### src/rtl/tank_pkg.sv
// tank_pkg: shared types and constants for the tank level controller.
//   state_t  - refill state machine encoding (IDLE / REFILL / FAULT)
//   ERR_OVF  - err_code bit recording an overflow (clamped at MAX_LEVEL)
//   ERR_UDF  - err_code bit recording an underflow (clamped at 0)
package tank_pkg;

    typedef enum logic [1:0] {
        IDLE   = 2'd0,
        REFILL = 2'd1,
        FAULT  = 2'd2
    } state_t;

    localparam int ERR_OVF = 0;
    localparam int ERR_UDF = 1;

endpackage

### src/rtl/tank_sat_accum.sv
// tank_sat_accum: saturating level register.
//   Each clock edge the level moves by (+FILL_STEP if fill) - (CONSUME_STEP if
//   consume). The result is clamped to [0, MAX_LEVEL].
//
// Ports:
//   clk, rst  - clock, asynchronous active-high reset (level -> 0)
//   fill      - add FILL_STEP this cycle
//   consume   - remove CONSUME_STEP this cycle
//   level     - registered level
//   ovf, udf  - combinational strobes: the update applied at the coming edge
//               clamps high (ovf) or low (udf)
module tank_sat_accum #(
    parameter int WIDTH        = 8,
    parameter int MAX_LEVEL    = 200,
    parameter int FILL_STEP    = 3,
    parameter int CONSUME_STEP = 2
) (
    input  logic             clk,
    input  logic             rst,
    input  logic             fill,
    input  logic             consume,
    output logic [WIDTH-1:0] level,
    output logic             ovf,
    output logic             udf
);

    // Two extra bits: one for the sign, one so level + FILL_STEP cannot wrap.
    localparam int SW = WIDTH + 2;

    localparam logic signed [SW-1:0] FILL_S    = SW'(FILL_STEP);
    localparam logic signed [SW-1:0] CONSUME_S = SW'(CONSUME_STEP);
    localparam logic signed [SW-1:0] MAX_S     = SW'(MAX_LEVEL);
    localparam logic [WIDTH-1:0]     MAX_L     = WIDTH'(MAX_LEVEL);

    logic signed [SW-1:0] net;
    logic signed [SW-1:0] sum;
    logic [WIDTH-1:0]     level_next;

    always_comb begin
        net = '0;
        if (fill) begin
            net = net + FILL_S;
        end
        if (consume) begin
            net = net - CONSUME_S;
        end
        sum = $signed({2'b00, level}) + net;
        ovf = (sum > MAX_S);
        udf = sum[SW-1];
        if (ovf) begin
            level_next = MAX_L;
        end else if (udf) begin
            level_next = '0;
        end else begin
            level_next = sum[WIDTH-1:0];
        end
    end

    always_ff @(posedge clk or posedge rst) begin
        if (rst) begin
            level <= '0;
        end else begin
            level <= level_next;
        end
    end

endmodule

### src/rtl/tank_level_ctrl.sv
// tank_level_ctrl: tank level tracker with sticky errors and refill pump FSM.
//
// Ports:
//   clk, rst   - clock, asynchronous active-high reset
//   fill       - add FILL_STEP this cycle
//   consume    - remove CONSUME_STEP this cycle
//   clr_err    - clear sticky errors and leave FAULT
//   auto_en    - enable automatic refill
//   height     - registered level
//   empty/full - height == 0 / height == MAX_LEVEL
//   error      - registered OR of err_code
//   err_code   - sticky {underflow, overflow}
//   pump       - registered refill request, high only in REFILL
//   fsm_state  - current FSM state (debug observation)
//
// Interface note: fill/consume/clr_err/auto_en are level-sampled commands, one
// action per clock edge; there is no valid/ready handshake on this block.
module tank_level_ctrl
    import tank_pkg::*;
#(
    parameter int WIDTH        = 8,
    parameter int MAX_LEVEL    = 200,
    parameter int FILL_STEP    = 3,
    parameter int CONSUME_STEP = 2,
    parameter int LOW_MARK     = 10,
    parameter int HIGH_MARK    = 20
) (
    input  logic             clk,
    input  logic             rst,
    input  logic             fill,
    input  logic             consume,
    input  logic             clr_err,
    input  logic             auto_en,
    output logic [WIDTH-1:0] height,
    output logic             empty,
    output logic             full,
    output logic             error,
    output logic [1:0]       err_code,
    output logic             pump,
    output logic [1:0]       fsm_state
);

    // Parameter legality, rejected at elaboration.
    if (MAX_LEVEL >= (1 << WIDTH)) begin : g_bad_max
        $error("tank_level_ctrl: MAX_LEVEL must be below 2**WIDTH");
    end
    if (FILL_STEP < 1 || CONSUME_STEP < 1) begin : g_bad_step
        $error("tank_level_ctrl: FILL_STEP and CONSUME_STEP must be >= 1");
    end
    if (LOW_MARK >= HIGH_MARK) begin : g_bad_low
        $error("tank_level_ctrl: LOW_MARK must be below HIGH_MARK");
    end
    if (HIGH_MARK > MAX_LEVEL) begin : g_bad_high
        $error("tank_level_ctrl: HIGH_MARK must not exceed MAX_LEVEL");
    end

    localparam logic [WIDTH-1:0] MAX_L  = WIDTH'(MAX_LEVEL);
    localparam logic [WIDTH-1:0] LOW_L  = WIDTH'(LOW_MARK);
    localparam logic [WIDTH-1:0] HIGH_L = WIDTH'(HIGH_MARK);

    logic       ovf;
    logic       udf;
    logic [1:0] err_next;
    logic       pump_next;
    state_t     state;
    state_t     state_next;

    tank_sat_accum #(
        .WIDTH        (WIDTH),
        .MAX_LEVEL    (MAX_LEVEL),
        .FILL_STEP    (FILL_STEP),
        .CONSUME_STEP (CONSUME_STEP)
    ) u_accum (
        .clk     (clk),
        .rst     (rst),
        .fill    (fill),
        .consume (consume),
        .level   (height),
        .ovf     (ovf),
        .udf     (udf)
    );

    assign empty = (height == '0);
    assign full  = (height == MAX_L);

    // Clear first, then OR in this cycle's strobes: a fresh error beats clr_err.
    always_comb begin
        err_next = clr_err ? 2'b00 : err_code;
        if (ovf) begin
            err_next[ERR_OVF] = 1'b1;
        end
        if (udf) begin
            err_next[ERR_UDF] = 1'b1;
        end
    end

    always_ff @(posedge clk or posedge rst) begin
        if (rst) begin
            err_code <= 2'b00;
            error    <= 1'b0;
        end else begin
            err_code <= err_next;
            error    <= |err_next;
        end
    end

    // State register; pump is registered from the next-state decode so it
    // changes on the same edge as the state.
    always_ff @(posedge clk or posedge rst) begin
        if (rst) begin
            state <= IDLE;
            pump  <= 1'b0;
        end else begin
            state <= state_next;
            pump  <= pump_next;
        end
    end

    // Next-state logic works on registered height/error, so pump lags a
    // threshold crossing by one edge. FAULT is left only through clr_err with
    // no new error on that same edge.
    always_comb begin
        state_next = state;
        case (state)
            FAULT: begin
                if (clr_err && !ovf && !udf) begin
                    state_next = IDLE;
                end
            end
            IDLE: begin
                if (error) begin
                    state_next = FAULT;
                end else if (auto_en && (height < LOW_L)) begin
                    state_next = REFILL;
                end
            end
            REFILL: begin
                if (error) begin
                    state_next = FAULT;
                end else if (!auto_en || (height >= HIGH_L)) begin
                    state_next = IDLE;
                end
            end
            default: state_next = IDLE;
        endcase
    end

    // Output decode.
    always_comb begin
        pump_next = (state_next == REFILL);
        fsm_state = state;
    end

endmodule

### config.mk
export PLATFORM = sky130hd
export DESIGN_NAME = tank_level_ctrl
export DESIGN_NICKNAME = d
export VERILOG_FILES = /design/src/rtl/tank_pkg.sv /design/src/rtl/tank_sat_accum.sv /design/src/rtl/tank_level_ctrl.sv
export SDC_FILE = /design/constraint.sdc
export NUM_CORES = 1
export LEC_CHECK = 0
export CAP_MARGIN = 20
export CORE_MARGIN = 8
export CORE_UTILIZATION = 50
export CTS_BUF_LIST = sky130_fd_sc_hd__clkbuf_16
export CTS_CLUSTER_DIAMETER = 120
export DETAILED_ROUTE_END_ITERATION = 10
export PLACE_DENSITY = 0.88
export SLEW_MARGIN = 10
export SYNTH_ARGS = -nofsm -noshare
export SYNTH_HDL_FRONTEND = slang
export SYNTH_HIERARCHICAL = 1
export SYNTH_SLANG_ARGS = --single-unit
### constraint.sdc
create_clock -name clk -period 3.2 [get_ports clk]
set_input_delay 0.64 -clock clk [delete_from_list [all_inputs] [get_ports clk]]
set_output_delay 0.64 -clock clk [all_outputs]
set_load 0.05 [all_outputs]
## Word-level counts from Yosys, hierarchy flattened

Index checks and enable logic that the tools add are counted.

- Output and inout port bits: 16
- Word-level logic and storage cells: 37
- Bits of input ports: 6
- Register bits after elaboration: 14

- Mux-type cells: 13
- Equal/unequal tests: 4
- $add $sub $neg: 2
- Reductions and logical operators: 10
- Magnitude comparators: 3

Operator list:

| kind | number |
|---|---|
| $mux 8 | 2 |
| $mux 2 | 7 |
| $add 9x10->10 | 1 |
| $gt 10x9->1 const B | 1 |
| $mux 10 | 1 |
| $eq 8x8->1 const B | 1 |
| $ge 8x5->1 const B | 1 |
| $logic_not 8->1 | 1 |
| $lt 8x4->1 const B | 1 |
| $pmux 2 s3 | 1 |
| $eq 2x1->1 const B | 2 |
| $logic_and 1x1->1 | 3 |
| $logic_not 1->1 | 3 |
| $sub 2x2->3 const B | 1 |
| $eq 2x2->1 const B | 1 |
| $logic_not 2->1 | 1 |
| $mux 1 | 2 |
| $reduce_or 2->1 | 1 |
| $logic_or 1x1->1 | 1 |

## Longest topological paths before layout

Gate-level depths: netlist of the first run.

- Depth in word-level cells: 11
- Mapped depth: 14
- Mapped depth without buffers: 14

## Hierarchy

Netlist of the first run, hierarchy kept.

By module, submodules not included:

| module | area an instance (um^2) | seq. area each (um^2) | times used | cells an instance |
|---|---|---|---|---|
| tank_sat_accum | 742.0 | 200.2 | 1 | 86 |
| tank_level_ctrl | 289.0 | 150.1 | 1 | 27 |

## Worst setup path before layout of the first run

Ideal clock, no wire load.

- Path type: input -> register
- From: in fill
- To: reg state[1], in the netlist fsm_state[1]
- Data required time: 3.133 ns
- Setup slack: 0.021 ns
- Arrival time: 3.112 ns
- Path buffers: 0
- Cell stages on the path: 13
- Library setup time: 0.067 ns
- Cell sequence: inv_1 > ha_1 > inv_1 > fa_1 > or3b_4 > a2111oi_2 > nor2_1 > xor2_1 > a311o_1 > a21oi_1 > nor2_1 > a21oi_1 > mux2_2

- Cells in the longest elaborated chain, start to end: 10
- Elaborated cells between the ends (all ways): 11

RTL lines:

| what | RTL line | text |
|---|---|---|
| from (decl) | tank_level_ctrl.sv:30 | `input logic fill,` |
| $mux 2 (*) | tank_sat_accum.sv:41 | `if (fill) begin` |
| $sub 2x2->3 | tank_sat_accum.sv:45 | `net = net - CONSUME_S;` |
| $mux 10 (*) | tank_sat_accum.sv:44 | `if (consume) begin` |
| $add 9x10->10 (*) | tank_sat_accum.sv:47 | `sum = $signed({2'b00, level}) + net;` |
| $gt 10x9->1 (*) | tank_sat_accum.sv:48 | `ovf = (sum > MAX_S);` |
| named net ovf | tank_level_ctrl.sv:61 | `logic ovf;` |
| $logic_not 1->1 (*) | tank_level_ctrl.sv:126 | `if (clr_err && !ovf && !udf) begin` |
| $logic_and 1x1->1 (*) (2 in series) | tank_level_ctrl.sv:126 |  |
| $mux 2 (*) | tank_level_ctrl.sv:126 |  |
| $pmux 2 s3 (*) | tank_level_ctrl.sv:124 | `case (state)` |
| named net state_next[1] | tank_level_ctrl.sv:66 | `state_t state_next;` |
| to (signal assigned) | tank_level_ctrl.sv:114 | `state <= state_next;` |
| to (decl) | tank_level_ctrl.sv:65 | `state_t state;` |

The timed path passes the listed nets; every way through them passes the cells marked *.

## Worst setup path in the final report of the first run

Same ends and word-level chain as after synthesis.

==> metrics.md, run 1 <==
| Metric | Value |
|---|---|
| CTS max path bufs | `2` |
| Synth warnings | `6` |
| Crit-path cells | `clkbuf_2, inv_2, ha_4, inv_4, fa_2, or3b_4, a2111oi_4, buf_4, o21ai_1, a211o_1, and2_4, a21oi_2, nor2_1, a21oi_1, mux2_4` |
| Clock root buffer master | `clkbuf_16` |
| Antenna Nets Post-Route | `0` |
| Die W | `61.4 um` |
| FFs w/ async S/R, synth | `1.00` |
| Die H | `61.4 um` |
| Worst Path Required | `3.38 ns` |
| FMAX | `0.324 GHz` |
| Overall Global Routing Usage | `0.181` |
| Worst min path class | `reg2reg` |
| Slew @ Worst Pin | `0.524 ns` |
| PortBufs | `21` |
| Routed vias | `1114` |
| Final period util | `0.965` |
| Starting Density | `0.526` |
| Fin util | `0.813` |
| Drt pass-1 iters | `4` |
| Critical path's largest stage delay | `0.39 ns` |
| Max cap viols | `0` |
| Ant diodes | `0` |
| Prevailing post-synth register cell | `dfrtp_1` |
| # setup viols final | `0` |
| Most area-consuming cells after synthesis | `dfrtp_1 (34%), xnor2_1 (7.6%), a21oi_1 (6.8%)` |
| Critical path class | `in2reg` |
| Synth Cell Area | `1030 sq um` |
| Post-synth EDFFs | `0` |
| Final hold violations | `0` |
| TritonCTS clock tree | `built` |
| Cell row count | `16` |
| Leading area contributor after synthesis | `dfrtp_1` |
| R2r worst-path depth | `12` |
| Status | `complete, no violations` |
| CP max FO | `2` |
| Clk sink count | `14` |
| CP top delay family | `compound AO/OA/AOI/OAI gates` |
| Synth Net Count | `125` |
| Rel. slew slack | `0.650` |
| Final Instance Area | `1590 sq um` |
| Final wirelength | `3650 um` |
| Layout area overhead | `54.6%` |
| Final min period | `3.09 ns` |
| Gpl congestion | `0.917` |
| Core Footprint | `1960 sq um` |
| Sequential share of the synthesized area | `0.340` |
| R2R setup slack | `0.32 ns` |
| Worst path slowest cell | `or3b_4` |
| Top-area cell type share of the netlist area | `0.340` |
| Hold_sp | `err_code[0]` |
| Largest net degree at the start of global routing | `15` |
| Fin nets | `177` |
| WHS Path Cells | `1` |
| DP HPWL | `2320 um` |
| Post-DR vias/cell | `5.86` |
| H-tree depth | `1` |
| Seq cells post-synth | `14` |
| Reg-to-reg critical path startpoint | `u_accum/level[0]` |
| Initial antenna violation count | `0` |
| Cell Pwr Density | `1140 nW/um^2` |
| CTS buffer count | `3` |
| Crit end category | `register` |
| Final Max Slew Viols | `0` |
| WHS | `0.500 ns` |
| WP buf/inv | `4` |
| Worst EP arrival | `3.27 ns` |
| Congestion Overflow GR | `0` |
| Setup TNS | `0 ns` |
| Clock-pin slew on the worst setup and hold paths | `0.04 ns` |
| DRC Markers | `0` |
| Iter 0 DRT Violations | `70` |
| Cells after synthesis | `113` |
| Clock latency on the worst-skew pair | `0.24 ns` |
| Worst Skew | `0.000823 ns` |
| Global-route wire length before repair | `5020 um` |
| Synthesized area per cell | `9.12 sq um` |
| Die area | `3770 sq um` |
| FILL cells | `120` |
| Vias in the first global route | `1102` |
| Wire length per cell | `19.2 um` |
| Layout cells sized above 1 | `0.307` |
| Dpl cell area | `1440 sq um` |
| Startpoint types | `primary input` |
| Max IR drop VDD | `814 uV` |
| Fin cells | `190` |
| End of the worst hold path | `err_code[0]` |
| Crit Reg-Reg Endpoint | `fsm_state[1]` |
| Placed cell count | `182` |
| Leak | `0.701 nW` |
| Crit path launch | `fill` |
| Yosys cell types | `44` |
| I/O Pins | `22` |
[worst reg2reg max path: stages, from the launching register on]
cell,delay [ns]
dfrtp_1,0.38
ha_2,0.24
fa_2,0.22
or3b_4,0.39
a2111oi_4,0.31
buf_4,0.17
o21ai_1,0.09
a211o_1,0.32
and2_4,0.19
a21oi_2,0.15
nor2_1,0.06
a21oi_1,0.15
mux2_4,0.16
[power breakdown]
group / switching [W] / leakage (nW) / internal (W) / total [W]
Combinational: 0.000694 / 0.489 / 0.000547 / 0.00124
Clock: 0.0000625 / 0.0370 / 0.000163 / 0.000225
Sequential: 0.000106 / 0.175 / 0.000245 / 0.000351
[through the flow]
step | power [W] | setup slack [ns]
6_report | 0.00182 | 0.111
5_1_grt | 0.00191 | -0.0190
4_1_cts | 0.00173 | 0.0284
3_5_place_dp | 0.00143 | -0.565
3_3_place_gp | 0.00140 | -0.453
2_1_floorplan | 0.000992 | 0.0215
[routing by layer]
layer / vias to the layer above / GRT usage / wire length, um / part of all wire
li1: 506 / - / - / -
met1: 544 / 0.186 / 1380 / 0.38
met2: 51 / 0.343 / 1930 / 0.53
met3: 13 / 0.0334 / 209 / 0.057
met4: 0 / 0.0844 / 130 / 0.036
met5: - / 0 / 0 / 0
[logic make-up (layout without fill, tap and decap cells)]
logic type / after synthesis / in the layout / share of synthesized area
AO/OA/AOI/OAI: 33 / 33 / 0.212
adder cells (fa/ha/maj): 6 / 6 / 0.0801
flip-flops: 14 / 14 / 0.340
multiplexers: 1 / 1 / 0.0109
AND/OR/NAND/NOR: 33 / 33 / 0.199
XOR/XNOR: 11 / 11 / 0.0935
buffers and inverters: 15 / 65 / 0.0643
[final cells by class]
cell class                      instances  area, sq um  area share
Timing Repair Buffer                   51          425       0.267
Multi-Input combinational cell         84          666       0.418
Clock buffer                            3         75.1      0.0471
Sequential cell                        14          350       0.220
Inverter                               11         43.8      0.0275
Tap cell                               27         33.8      0.0212
[cells in the final DEF (no fill, tap or decap), types with 2 or more instances in the layout]
master and count:
o21ai_1 2, nor2_1 8, nor4_1 2, nand2_1 5
ha_1 3, buf_4 30, xnor2_1 8, inv_2 2
a21oi_2 2, dfrtp_1 14, a21oi_1 12, and4_1 3
nand2b_1 2, xor2_1 2, clkdlybuf4s50_1 19, clkbuf_16 3
or2_1 2, inv_1 8, o21a_1 2, clkbuf_2 2
a21o_1 3
[registers in the layout (all words and copies together) (netlist names)]
register,count
error,1
u_accum/level,8
pump,1
err_code,2
fsm_state,2
[worst max-delay path by stage]
stage | to | slack, ns | cells after the start
floorplan | fsm_state[1] | 0.02 | 13
global placement | fsm_state[1] | -0.45 | 14
detailed placement | fsm_state[1] | -0.56 | 14
CTS | fsm_state[1] | 0.03 | 14
global route | fsm_state[1] | -0.02 | 14
finish | fsm_state[1] | 0.11 | 15
[cell usage after synthesis (2+ instances only)]
master / instances
a21o_1: 3
a21oi_1: 14
and4_1: 3
buf_2: 2
dfrtp_1: 14
ha_1: 5
inv_1: 10
nand2_1: 5
nand2b_1: 2
nor2_1: 8
nor4_1: 2
o21a_1: 2
o21ai_1: 2
or2_1: 2
xnor2_1: 9
xor2_1: 2
[timing repair]
action | CTS | global route
setup endpoints to repair | 11 | 4
gates cloned | 0 | 0
pin swaps | 9 | 10
gates resized for setup | 9 | 9
setup buffers | 2 | 3
hold endpoints to repair | 0 | 0
hold buffers | 0 | 0
Power figures use the tool's default switching activity.
==> run 2: changes to the inputs <==
--- a/config.mk
+++ b/config.mk
@@ -11,8 +11,9 @@
 export CTS_BUF_LIST = sky130_fd_sc_hd__clkbuf_16
 export CTS_CLUSTER_DIAMETER = 120
 export DETAILED_ROUTE_END_ITERATION = 10
-export PLACE_DENSITY = 0.88
-export SLEW_MARGIN = 10
+export GPL_TIMING_DRIVEN = 0
+export PLACE_DENSITY = 0.79
+export SLEW_MARGIN = 20
 export SYNTH_ARGS = -nofsm -noshare
 export SYNTH_HDL_FRONTEND = slang
 export SYNTH_HIERARCHICAL = 1
==> run 2 against run 1 <==
Compared with the run above: clock-buffer cell count unchanged; sequential power increased by 5%; worst hold slack got worse by 0.0093 ns; maximum frequency decreased by 1.5%; via count decreased by 8.1%; setup slack got worse by 0.046 ns; largest cell class unchanged; power decreased by 5.7%; clock skew increased by 0.0033 ns; sequential share of layout area increased by 1.3 points; first-iteration DRC count decreased by 14%; clock power about the same; combinational power decreased by 9.7%.
==> metrics.md, run 2 (synthesized netlist as in run 1, its figures left out) <==
| Metric | Value |
|---|---|
| Final period util | `0.980` |
| Clock latency on the worst-skew pair | `0.24 ns` |
| Startpoint types | `primary input` |
| TritonCTS clock tree | `built` |
| CTS Hold Bufs | `0` |
| Drt pass-1 iters | `4` |
| Commonest cells after routing, fill and taps aside | `clkdlybuf4s50_1 (17), dfrtp_1 (14), a21oi_1 (9), buf_4 (9), inv_1 (8)` |
| Layout cells sized above 1 | `0.260` |
| Placed cell count | `161` |
| I/O Pins | `22` |
| Wire length per cell | `18.4 um` |
| CTS max path bufs | `2` |
| Commonest non-fill, non-tap cell in the layout | `clkdlybuf4s50_1` |
| Global-route wire length before repair | `4750 um` |
| Vias in the first global route | `993` |
| CP top delay family | `compound AO/OA/AOI/OAI gates` |
| Worst path slowest cell | `o41ai_1` |
| Final min period | `3.13 ns` |
| Layout area overhead | `45.9%` |
| Stages on the worst setup path | `14` |
| DP HPWL | `2040 um` |
| Final hold violations | `0` |
| Most flop-heavy register | `u_accum/level` |
| Cell row count | `16` |
| Fin cells | `173` |
| Routed vias | `1024` |
| WHS Path Cells | `1` |
| FMAX | `0.319 GHz` |
| Post-DR vias/cell | `5.92` |
| # setup viols final | `0` |
| Final Max Slew Viols | `0` |
| Critical path class | `in2reg` |
| Cell Pwr Density | `1140 nW/um^2` |
| Max cap viols | `0` |
| Critical path's largest stage delay | `0.36 ns` |
| WP buf/inv | `5` |
| Crit path launch | `fill` |
| Core Footprint | `1960 sq um` |
| Antenna Nets Post-Route | `0` |
| Fin nets | `160` |
| DRC Markers | `0` |
| Starting Density | `0.526` |
| Clk sink count | `14` |
| Rel. slew slack | `0.656` |
| Die W | `61.4 um` |
| Clock-pin slew on the worst setup and hold paths | `0.04 ns` |
| Crit end category | `register` |
| Iter 0 DRT Violations | `60` |
| Die H | `61.4 um` |
| CTS buffer count | `3` |
| Slew @ Worst Pin | `0.514 ns` |
| Gpl congestion | `0.925` |
| Overall power | `0.00171 W` |
| H-tree depth | `1` |
| Worst min path class | `reg2reg` |
| Hold_sp | `err_code[1]` |
| Worst Path Required | `3.32 ns` |
| Status | `complete, no violations` |
| PortBufs | `21` |
| Reg-to-reg critical path startpoint | `u_accum/level[0]` |
| Final wirelength | `3190 um` |
| Max IR drop VDD | `881 uV` |
| Die area | `3770 sq um` |
| Worst EP arrival | `3.25 ns` |
| Ant diodes | `0` |
| Worst Skew | `0.00415 ns` |
| Setup TNS | `0 ns` |
| Overall Global Routing Usage | `0.170` |
| Clock root buffer master | `clkbuf_16` |
| Initial antenna violation count | `0` |
| R2r worst-path depth | `12` |
| CP max FO | `10` |
| Largest net degree at the start of global routing | `11` |
| Max reg flops | `8` |
| Congestion Overflow GR | `0` |
| Leak | `0.662 nW` |
| Crit-path cells | `clkbuf_2, inv_2, ha_1, buf_2, buf_2, a21oi_1, o41ai_1, a21oi_1, xnor2_2, a311o_1, a21oi_4, buf_4, a21o_1, or2_1` |
==> run 2: cell count changes in the layout (fill, tap and decap cells not counted), moves of 2 or more <==
| cell | change |
|---|---|
| a21oi_1 | -3 |
| buf_4 | -21 |
| a21oi_2 | +2 |
| dlymetal6s2s_1 | +2 |
| buf_2 | +2 |
| clkdlybuf4s50_1 | -2 |
==> run 2: final cells by class <==
cell class,count,area (sq um)
buffer,4,25.0
multi-input combinational,84,703
timing repair buffer,30,273
inverter,11,43.8
sequential,14,350
fill,129,458
clock buffer,3,75.1
tap,27,33.8
==> run 2: metrics by stage <==
stage / util / cell area (sq um) / setup WS (ns) / hold WS, ns
2_1_floorplan: - / 1030 / 0.0215 / 0.431
3_3_place_gp: 0.650 / 1270 / -0.682 / 0.481
3_5_place_dp: 0.650 / 1270 / -0.812 / 0.489
4_1_cts: 0.735 / 1440 / 0.000687 / 0.498
5_1_grt: 0.767 / 1500 / -0.0385 / 0.525
6_report: 0.767 / 1500 / 0.0651 / 0.490
==> run 2: what timing repair did <==
item,CTS,global route
resized for setup,14,14
pin swaps,10,7
endpoints found under the hold margin,0,0
setup buffers,6,3
setup endpoints to repair,11,4
==> run 2: metal layers <==
metal	track usage	up-vias	routed length, um
li1	-	475	-
met1	0.200	501	1270
met2	0.301	44	1690
met3	0.0376	4	199
met4	0.0422	0	31
met5	0	-	0
==> run 2: worst paths after layout <==
check                                   end  slack, ns
setup / recovery                      error       0.07
max in group asynchronous  u_accum/level[6]       2.28
hold reg to reg                 err_code[1]       0.49
min in group asynchronous      fsm_state[1]       0.65
hold / removal                  err_code[1]       0.49
setup reg to reg                      error       0.32
==> run 2: report_power, final <==
| part | total [W] | leakage [nW] | switching [W] | internal (W) |
|---|---|---|---|---|
| Clock | 0.000223 | 0.0370 | 0.0000606 | 0.000162 |
| Combinational | 0.00112 | 0.450 | 0.000661 | 0.000462 |
| Sequential | 0.000368 | 0.175 | 0.000123 | 0.000245 |
==> RTL change 1: new RTL, flow settings as in run 2 <==
`WIDTH` is set to 8 in 2 places; all go to 9.
--- a/src/rtl/tank_sat_accum.sv
+++ b/src/rtl/tank_sat_accum.sv
@@ -10,7 +10,7 @@
 //   ovf, udf  - combinational strobes: the update applied at the coming edge
 //               clamps high (ovf) or low (udf)
 module tank_sat_accum #(
-    parameter int WIDTH        = 8,
+    parameter int WIDTH        = 9,
     parameter int MAX_LEVEL    = 200,
     parameter int FILL_STEP    = 3,
     parameter int CONSUME_STEP = 2
--- a/src/rtl/tank_level_ctrl.sv
+++ b/src/rtl/tank_level_ctrl.sv
@@ -18,7 +18,7 @@
 module tank_level_ctrl
     import tank_pkg::*;
 #(
-    parameter int WIDTH        = 8,
+    parameter int WIDTH        = 9,
     parameter int MAX_LEVEL    = 200,
     parameter int FILL_STEP    = 3,
     parameter int CONSUME_STEP = 2,
Interface: changed (resized height); port bits go from 22 to 23. The function was not compared with the original's and may differ.
==> RTL change 1 against run 2 <==
- worst setup slack gained 0.0084 ns
- clock skew shrank 0.0018 ns
- register-to-register slack lost 0.03 ns
- final cell count grew 23%
- hold slack gained 0.054 ns
- synthesized area grew 20%
- routed wire length grew 35%
- largest cell class unchanged
- first-iteration DRC count grew 140%
- sequential cell count grew 1
- design area grew 17%
- utilization shrank 3.6 points
Power is not compared: it rests on default switching activity, and its combinational part moved more than twofold at a synthesized area within 25%.
==> RTL change 1: results (changes against run 2) <==
Outcome - finished clean
Starting DRC count in detailed routing - 141 (+140%)
XOR/XNOR share of the synthesized area - 4.26% (-5.1 points)
Slew @ Worst Pin - 0.528 ns (+0.0142 ns)
# port buffers - 22 (+4.8%)
Mux share of post-synthesis cell area - 1.73% (+0.63 points)
Largest net degree at the start of global routing - 12 (+1)
Slowest stage delay, CP - 0.55 ns (+0.19 ns)
GRT Resource Usage Total - 19.3% (+2.3 points)
Compound-Gate Fraction of Synth Area - 27.1% (+5.9 points)
First-pass GRT wire length - 6.54 mm (+38%)
Clock Tree Buf Depth - 2 (unchanged)
Avg Cell Area, Syn - 8.68 µm² (-4.9%)
Worst-case clock skew - 0.00236 ns (-0.00178 ns)
Register area share after synthesis - 30.5% (-3.5 points)
WL/cell - 20.3 µm (+9.9%)
Crit-path max FO - 4 (-6)
Vias in the first global route - 1,330 (+34%)
Adder-cell share of the synthesized area - 5.69% (-2.3 points)
Nets - 194 (+21%)
Worst R2R Setup Slack - 0.29 ns (-0.03 ns)
Via-per-instance ratio - 6.39 (+7.9%)
Post-Syn Nets - 153 (+22%)
Placed cell areas - 1490 µm² (+17%)
Worst path arrival time - 3.31 ns (+0.06 ns)
CP max-delay cell - or4_4
DR vias - 1,354 (+32%)
Layout fillers - 167 (+29%)
Cells after DPL - 194 (+20%)
Synth cell count leaders - 15 x dfrtp_1, 12 x nor2_1, 10 x inv_1
Synth cell types - 54 (+23%)
RTL change 1: cell count changes in the layout (fill, tap and decap cells not counted), sizes merged, moves of 4 or more:
cell	delta
nor3	+6
buf	+9
xnor2	-6
o21ai	+8
nor2	+4
nor3b	+4
a21oi	-4
RTL change 1: worst paths after layout:
kind | from | end | depth (start not counted)
max | consume | fsm_state[1]$_DFF_PP0_ | 14
min | err_code[0]$_DFF_PP0_ | err_code[0]$_DFF_PP0_ | 1
max reg2reg | u_accum/level[0]$_DFF_PP0_ | fsm_state[1]$_DFF_PP0_ | 14
min reg2reg | err_code[0]$_DFF_PP0_ | err_code[0]$_DFF_PP0_ | 1
max in group asynchronous | rst | u_accum/level[6]$_DFF_PP0_ | 2
min in group asynchronous | rst | err_code[0]$_DFF_PP0_ | 2
RTL change 1: final cells by class:
| class | instances | area (µm²) | share of cell area (%) |
|---|---|---|---|
| well taps | 30 | 37.5 | 2.13 |
| flip-flops and latches | 15 | 375 | 21.3 |
| clock inverters | 1 | 5.00 | 0.284 |
| inverters | 12 | 45.0 | 2.56 |
| repair buffers | 36 | 320 | 18.2 |
| clock buffers | 3 | 75.1 | 4.26 |
| plain buffers | 7 | 47.5 | 2.70 |
| multi-input cells | 108 | 856 | 48.6 |
RTL change 1: power by group through the flow:
stage          Combinational (mW)  Clock, mW  Sequential [mW]
2_1_floorplan               0.227          0            0.347
3_3_place_gp                0.428          0            0.258
3_5_place_dp                0.440          0            0.260
4_1_cts                     0.498      0.246            0.258
5_1_grt                     0.580      0.254            0.269
6_report                    0.549      0.246            0.264
RTL change 1: worst reg2reg max path: cells and delay by family, from the launching register on:
family                     cells  cell delay (ns)
and+or+nand+nor                4             0.74
DFF                            1             0.40
muxes                          1             0.18
adders and majority gates      2             0.45
buffers and inverters          2             0.20
AOI/OAI and AO/OA              5             0.85
RTL change 1: layer usage:
metal,wire [µm],vias to the layer above,GRT usage (%)
li1,-,602,-
met1,1550,630,21.8
met2,2130,98,33.1
met3,431,24,4.59
met4,179,0,9.26
met5,0,-,0
RTL change 1: repair_timing:
item | CTS | global route
pin swaps | 6 | 15
setup endpoints to repair | 8 | 2
setup buffers | 8 | 6
hold endpoints to repair | 0 | 0
gates resized for setup | 12 | 13
RTL change 1: through the flow:
stage | worst slack, ns | hold WS, ns | utilization [%]
5_1_grt | 0.0108 | 0.553 | 73.1
4_1_cts | 0.157 | 0.522 | 69.6
3_5_place_dp | -0.730 | 0.493 | 61.8
3_3_place_gp | -0.695 | 0.486 | 61.8
6_report | 0.0734 | 0.544 | 73.1
2_1_floorplan | 0.0329 | 0.431 | -
==> RTL change 2: new RTL, settings of run 2 <==
Without the edit above. Make the reset (`rst`) synchronous in 3 clocked blocks. Comments in the files are not updated.
--- a/src/rtl/tank_sat_accum.sv
+++ b/src/rtl/tank_sat_accum.sv
@@ -56,7 +56,7 @@
         end
     end
 
-    always_ff @(posedge clk or posedge rst) begin
+    always_ff @(posedge clk) begin
         if (rst) begin
             level <= '0;
         end else begin
--- a/src/rtl/tank_level_ctrl.sv
+++ b/src/rtl/tank_level_ctrl.sv
@@ -94,7 +94,7 @@
         end
     end
 
-    always_ff @(posedge clk or posedge rst) begin
+    always_ff @(posedge clk) begin
         if (rst) begin
             err_code <= 2'b00;
             error    <= 1'b0;
@@ -106,7 +106,7 @@
 
     // State register; pump is registered from the next-state decode so it
     // changes on the same edge as the state.
-    always_ff @(posedge clk or posedge rst) begin
+    always_ff @(posedge clk) begin
         if (rst) begin
             state <= IDLE;
             pump  <= 1'b0;
Check against the original RTL: differs if rst is asserted again (counterexample within 4 cycles, from zero or initial values and one cycle with rst high); with rst held inactive, the same outputs for 10 cycles.
==> RTL change 2 against run 2 <==
- sequential share of layout area down 6.6 points
- worst setup slack better by 0.044 ns
- non-clock buffer count up 1
- critical endpoint is now fsm_state[1]$_SDFF_PP0_
- die area up 12%
- design area up 11%
- routed wire length up 15%
- utilization down 1.6 points
- synthesized area up 16%
- sequential cell count unchanged
- critical path depth up 1
Power is not compared: it rests on default switching activity, and its combinational part moved more than twofold at a synthesized area within 25%.
==> RTL change 2: results (changes against run 2) <==
Outcome - finished clean
Detailed placement HPWL - 2.41 mm (+18%)
Layout fillers - 162 (+26%)
Placed cell areas - 1450 µm² (+14%)
Final Wtd Congestion - 0.885 (-4.2%)
Static Leak - 0.644 nW
Met1 Track Usage GR - 18.5% (-1.5 points)
Layout clock area frac - 4.70% (-0.29 points)
Synth cell count leaders - 14 x dfxtp_1, 10 x a21oi_1, 10 x nand2_1, 10 x nor2_1, 9 x nor3_1
Pre-Repair DR Iteration Count - 4 (unchanged)
Top cells by area, synth - dfxtp_1 23%, ha_1 5.2%, a21oi_1 4.2%
Hold path depth - 2 (+1)
Post-Route M1 WL - 1.59 mm (+25%)
HP Start - err_code[0]$_SDFF_PP0_
First-pass GRT wire length - 5.72 mm (+20%)
Reg-to-Reg End - fsm_state[1]$_SDFF_PP0_
Hold Crit Endpoint - err_code[0]$_SDFF_PP0_
Inverters - 5 (-6)
Non-CTS buffers - 35 (+2.9%)
Post-Syn Nets - 149 (+19%)
Syn-to-layout area delta - 39.7%
Worst-case clock skew - 0.00310 ns (-0.00105 ns)
Reg2reg start - u_accum/level[0]$_SDFF_PP0_
Worst hold slack - 0.506 ns (+0.0162 ns)
GRT met2 Usage - 28.3% (-1.8 points)
Largest net degree at the start of global routing - 15 (+4)
Final period util - 96.6% (-1.4 points)
Multi-input gate area - 943 µm² (+34%)
Via-per-instance ratio - 6.21 (+4.9%)
Finished Cell Area - 1680 µm² (+11%)
Met3 wire len - 206 µm (+3.5%)
ANT nets after route - 0 (unchanged)
Met3 usage - 5.33% (+1.6 points)
Clk slew on worst S/H paths - 0.05 ns
Register area share after synthesis - 23.4% (-11 points)
Vias in the first global route - 1,231 (+24%)
Worst slew margin - 61.3% (-4.3 points)
Primary FF master, synth - dfxtp_1
Seq area share - 16.7% (-6.6 points)
Crit-path max FO - 4 (-6)
Post-place setup slack - -0.763 ns (+0.0483 ns)
WL/cell - 18.6 µm (+0.98%)
Layout Cells excl Fill - 197 (+14%)
NonClk Buf Share - 19.1% (-0.70 points)
# port buffers - 21 (unchanged)
Total clock network power - 241 µW
Layout cell share with drive strength beyond 1 - 28.4% (+2.4 points)
Multi-In Gates - 111 (+32%)
Met2 WL - 1.75 mm (+3.7%)
Worst R2R Setup Slack - 0.40 ns (+0.08 ns)
FFs w/ async S/R, synth - 0% (-100 points)
Starting DRC count in detailed routing - 44 (-27%)
Crit Path Category - input port to flip-flop
Cells after DPL - 186 (+16%)
Avg Cell Area, Syn - 8.76 µm² (-4.0%)
Synth cell types - 55 (+25%)
Worst path arrival time - 3.21 ns (-0.04 ns)
GRT Resource Usage Total - 16.7% (-0.24 points)
Nets - 182 (+14%)
-- RTL change 2: worst max-delay path: stages --
cell and delay (ns):
clkbuf_2 0.10, inv_2 0.04, ha_1 0.28, inv_2 0.06, fa_2 0.39, buf_4 0.16, nor3_2 0.15, o21a_1 0.18
o21a_1 0.15, o211a_1 0.17, a211oi_2 0.08, a21o_1 0.18, or3b_4 0.39, a31oi_4 0.19, nor2_1 0.05
-- RTL change 2: cells by family (layout without fill, tap and decap cells) --
| group | after synthesis | after routing | share of synthesized area, % |
|---|---|---|---|
| compound gates | 39 | 39 | 25.3 |
| buf+inv | 12 | 44 | 7.19 |
| fa+ha+maj | 6 | 6 | 6.88 |
| simple gates | 55 | 55 | 27.9 |
| flops | 14 | 14 | 23.4 |
| xor+xnor | 9 | 9 | 7.20 |
| mux | 2 | 2 | 2.09 |
-- RTL change 2: what timing repair did --
item | in CTS | in global routing
buffers inserted | 6 | 1
gates resized for setup | 12 | 12
setup endpoints to repair | 9 | 2
pin swaps | 12 | 13
